===== src/rtl/instr_fetch.sv =====
// Instruction fetch: program memory, PC sequencing, branch redirect and stall.
// One-cycle registered fetch; the redirect cycle is a bubble.
module instr_fetch #(
  parameter int unsigned IW = 16,
  parameter int unsigned AW = 4,
  parameter logic [AW-1:0] RESET_PC = '0
) (
  input  logic          clk,
  input  logic          rst,
  input  logic          stall,
  input  logic          BE,
  input  logic [AW-1:0] BranchADR,
  input  logic          we,
  input  logic [AW-1:0] waddr,
  input  logic [IW-1:0] wdata,
  output logic [IW-1:0] IOut,
  output logic [AW-1:0] pc_out,
  output logic          ivalid
);

  localparam int unsigned DEPTH = 2 ** AW;
  localparam logic [AW-1:0] PC_ONE = 1;

  logic [IW-1:0] mem [DEPTH];
  logic [AW-1:0] pc;

  // Program load is independent of reset so the image survives it.
  always_ff @(posedge clk) begin
    if (we) mem[waddr] <= wdata;
  end

  // Read of mem[pc] sees the pre-write contents on a collision.
  always_ff @(posedge clk) begin
    if (rst) begin
      pc     <= RESET_PC;
      IOut   <= '0;
      pc_out <= '0;
      ivalid <= 1'b0;
    end else if (BE) begin
      pc     <= BranchADR;
      ivalid <= 1'b0;
    end else if (!stall) begin
      IOut   <= mem[pc];
      pc_out <= pc;
      ivalid <= 1'b1;
      pc     <= pc + PC_ONE;
    end
  end

endmodule


===== config.mk =====
export PLATFORM = sky130hd
export DESIGN_NAME = instr_fetch
export DESIGN_NICKNAME = d
export VERILOG_FILES = /design/src/rtl/instr_fetch.sv
export SDC_FILE = /design/constraint.sdc
export NUM_CORES = 1
export LEC_CHECK = 0
export ABC_AREA = 1
export CORE_UTILIZATION = 55
export DETAILED_ROUTE_END_ITERATION = 10
export PLACE_DENSITY = 0.73
export SLEW_MARGIN = 20
export SYNTH_ARGS = -nofsm -noshare
export SYNTH_HDL_FRONTEND = slang
export SYNTH_SLANG_ARGS = --single-unit

===== constraint.sdc =====
create_clock -name clk -period 3.3 [get_ports clk]
set_input_delay 0.825 -clock clk [delete_from_list [all_inputs] [get_ports clk]]
set_output_delay 0.825 -clock clk [all_outputs]
set_load 0.02 [all_outputs]

### Word level (Yosys, flattened, before mapping)

Memories as Yosys holds them, arrays and structs flattened. A register that Yosys moved wholly into a read port is not among the register bits.
Index checks and enable logic that the tools add are counted.

| storage, ports and cells | value |
|---|---|
| memories kept | 1 |
| RAM bits | 256 |
| flip-flop bits (word level) | 9 |
| bits of input ports | 29 |

Memories:

| name | words | width | rd ports | clocked after Yosys merged registers in | wr ports | line | source |
|---|---|---|---|---|---|---|---|
| mem | 16 | 16 | 1 | 1 | 1 | 24 | `logic [IW-1:0] mem [DEPTH];` |

| cells by class | value |
|---|---|
| eq/ne operators | 1 |
| reductions and logical operators | 2 |
| bitwise logic cells | 2 |
| muxes and demuxes | 4 |
| add/subtract/negate cells | 1 |

Operators by type and width:

| kind | count |
|---|---|
| 2-to-1 mux 4 bit | 2 |
| adder 4 x 1 -> 4 bit (second input constant) | 1 |
| 2-to-1 mux 1 bit | 2 |
| != test 2 x 1 -> 1 bit (second input constant) | 1 |
| inverter 1 bit | 2 |
| AND reduction 2 bit | 1 |
| OR reduction 2 bit | 1 |

### Logic depth before layout (Yosys ltp)

| logic depth | value |
|---|---|
| word-level depth | 3 |
| depth in mapped cells | 12 |
| gate-level depth less buffers | 9 |

### Worst setup path after synthesis

OpenSTA, ideal clock, no wires.

| path | value |
|---|---|
| path kind | input -> register |
| start point | input port waddr[2] |
| end point | memory mem[10][0] (enable) |
| cell stages on the path | 2 |
| data required time | 2.912 ns |
| buffers on the path | 0 |
| data arrival time | 1.736 ns |
| setup slack | 1.175 ns |
| cell sequence | nand3b_1 > nor2_1 |

RTL lines:

| what | line | source |
|---|---|---|
| start: declaration | 14 | `input logic [AW-1:0] waddr,` |
| end: declaration | 24 |  |

Straight into the memory's write port.

### Final worst setup path

| path | value |
|---|---|
| start point | register IOut[8], read port of mem |
| end point | output port IOut[8] |

RTL lines:

| what | line | source |
|---|---|---|
| start: declaration | 16 | `output logic [IW-1:0] IOut,` |

No word-level cell between the ends.

==> results.md <==
- Status: finished clean
- Max_slew headroom: ~29%
- TritonCTS Buffers: 28
- Ports: 50
- Setup crit start: IOut[8]$_SDFFE_PP0P_
- WL final: between 20 and 30 mm
- Critical path type: flop to output port
- Number of flops mapped to enable cells by yosys: 256
- Via density: 5.70
- Crit path capture type: output port
- Total track usage: between 20% and 30%
- Critical-path cell list: clkdlybuf4s50_1
- Full die area: 21,300 µm²
- Initial core utilization: 56.2%
- Share of the synthesized area in the top cell type: between 60% and 70%
- Clock transition at path regs: 0.06 ns
- First-pass GRT wire length: about 42 mm
- Endpoints failing setup: 0
- Via count: ~7,600
- Crit path max-delay cell type: clkdlybuf4s50_1
- Largest area contributor in the netlist: edfxtp_1
- Final hold vios: 0
- DRT iter0 DRCs: slightly above 900
- Area Overhead vs Synth: 13.9%
- CTS max path bufs: 3
- CP Launch Type: flop
- Clock Skew: roughly 0.016 ns
- Post-synthesis sequential area ratio: between 70% and 80%
- Setup TNS: 0 ns
- Port buffer count: a little under 50
- Slowest Stage Delay on Critical Path: 0.62 ns
- Leak pwr: ~0.0048 µW
- Post-route core utilization: between 60 and 70%
- Prevailing post-synth register cell: edfxtp_1
- Flop2flop setup slack: roughly 1.2 ns
- Vias in the first global route: between 7,000 and 8,000
- Crit path DAT: 1.54 ns
- Worst-margin pin slew: roughly 1.1 ns
- Chip height: about 150 µm
- Peak supply drop: about 0.51 mV
- Minimum clock period: about 2.4 ns
- Top cells by area, synth: edfxtp_1, nand2_1, nand3_1
- Total power divided by cell area: around 600 nW/µm²
- Root Driver: clkbuf_16
- Clock sink count: about 280
- Power Total: 7750 µW
- CTS tree: yes
- Largest net degree at the start of global routing: 133
- Crit path depth: 1
- Share of layout cells above drive strength 1: roughly 7.6%
- Mapped Avg Cell Area: 11.4 µm²
- Hold WC Path Type: flop to flop
- Origin of the critical flop-to-flop path: pc[2]$_SDFFE_PP0P_
- Core Area: about 20,000 µm²
- Worst-skew pair later-pin latency: 0.54 ns
- Die Wd: roughly 150 µm
- Post-cts hold buffer count: 0
- Htree depth: 1
- Pins over their slew limit: 0
- Wire length per cell: 20.8 µm
- Crit-path leading delay family: buffers and inverters
- Syn_nets: between 1,000 and 1,500
- Yosys Warn Count: 0
- Final Net Count: 1,073
- Worst setup path endpoint: IOut[8]
- Std cell rows: 52
- Final Cycle Share: approximately 72%
- Routability cong.: 0.808
- RR Endpoint: IOut[6]$_SDFFE_PP0P_
- Post-synth design cell area: between 10,000 and 15,000 µm²
- CP Max Fanout: 2
- Postcts setup bufs: 0
- Yosys cell types: 24
- Commonest cells post-synth: nand2_1, edfxtp_1, nand3_1
- DR DRC count: 0
- Post_cts resized: 0
- Post-DP HPWL: approximately 16 mm
- Post-DRT Antenna Nets: 0
- Cells after synthesis: ~1,000
- Most numerous cell in the Yosys netlist: nand2_1
- R2R cell count: 7
- MaxCap Viol Count: 0
- #FFs+latches synth: approximately 280
- RSZ-0062 raised after global routing: no
- Crit path required time: 2.47 ns
- First-pass iteration count of the detailed router: 5
- Initial antenna violation count: 0
- Grt ovf: 0
- Highest Clock Rate: about 0.42 GHz
- Ant. Diodes: 0
- Post-synth ARST share: 0%
- Worst path buffer plus inverter count: 1
[flip-flops by register name (all words and copies together) (netlist names)]
signal / cells
ivalid: 1
mem: 256
IOut: 16
pc: 4
pc_out: 4
[worst min-delay path by stage]
stage | slack [ns] | end | depth (start not counted) | start
2_1_floorplan | 0.52 | ivalid$_SDFFE_PP0N_ | 2 | ivalid$_SDFFE_PP0N_
3_3_place_gp | 0.45 | ivalid$_SDFFE_PP0N_ | 2 | ivalid$_SDFFE_PP0N_
3_5_place_dp | 0.45 | ivalid$_SDFFE_PP0N_ | 2 | ivalid$_SDFFE_PP0N_
4_1_cts | 0.46 | ivalid$_SDFFE_PP0N_ | 2 | ivalid$_SDFFE_PP0N_
5_1_grt | 0.49 | ivalid$_SDFFE_PP0N_ | 2 | ivalid$_SDFFE_PP0N_
6_report | 0.46 | ivalid$_SDFFE_PP0N_ | 2 | ivalid$_SDFFE_PP0N_
[cells in the final DEF (no fill, tap or decap)]
cell type / count
dfxtp_1: 23
buf_12: 2
dfxtp_2: 1
o21ai_1: 2
o211ai_1: 4
a211oi_1: 1
nor2_1: 41
clkbuf_16: 29
clkinv_2: 1
nor2_2: 17
dfxtp_4: 1
nand3_1: 201
nand2_1: 345
clkbuf_1: 6
nand3b_1: 2
buf_4: 24
clkinv_1: 10
bufinv_16: 3
a21oi_1: 3
clkinvlp_4: 1
inv_4: 1
edfxtp_1: 256
nand4_1: 1
a31oi_1: 2
inv_1: 23
inv_2: 1
xor2_1: 1
ha_1: 1
o21ai_0: 10
clkdlybuf4s50_1: 49
[routing by layer]
layer | track usage [%] | wire length [µm] | part of all wire, % | vias to the layer above
li1 | - | - | - | 3530
met1 | 38.9 | 11300 | 41 | 3661
met2 | 41.7 | 13000 | 47 | 356
met3 | 4.26 | 2590 | 9.3 | 52
met4 | 8.26 | 795 | 2.9 | 0
met5 | 0 | 0 | 0 | -
[area by class of cell]
type	instances	area (µm²)
clock buffers	35	748
clock inverters	14	136
fillers	1503	7280
inverters	26	100
multi-input cells	631	2730
flip-flops and latches	281	8190
well taps	270	338
repair buffers	75	711
[report_power, final]
| group | switching [µW] | internal, µW | total, µW |
|---|---|---|---|
| Combinational | 451 | 196 | 646 |
| Clock | 1280 | 1820 | 3100 |
| Sequential | 31.8 | 3970 | 4000 |
[cells by family (layout without fill, tap and decap cells)]
logic type,Yosys count,after routing,share of synthesized area (%)
AO/OA/AOI/OAI,22,22,1.10
XOR/XNOR,1,1,0.0770
adder cells (fa/ha/maj),1,1,0.110
buffers and inverters,85,150,4.36
flip-flops,281,281,72.0
AND/OR/NAND/NOR,607,607,22.3
[metrics by stage]
step,hold WS (ns),cell area (µm²),std cells,setup WS (ns)
2_1_floorplan,0.524,11400,997,1.18
3_3_place_gp,0.455,12100,1283,0.881
3_5_place_dp,0.453,12100,1283,0.839
4_1_cts,0.462,13000,1332,0.928
5_1_grt,0.486,13000,1332,0.905
6_report,0.460,13000,1332,0.937
(Power assumes the default switching activity.)
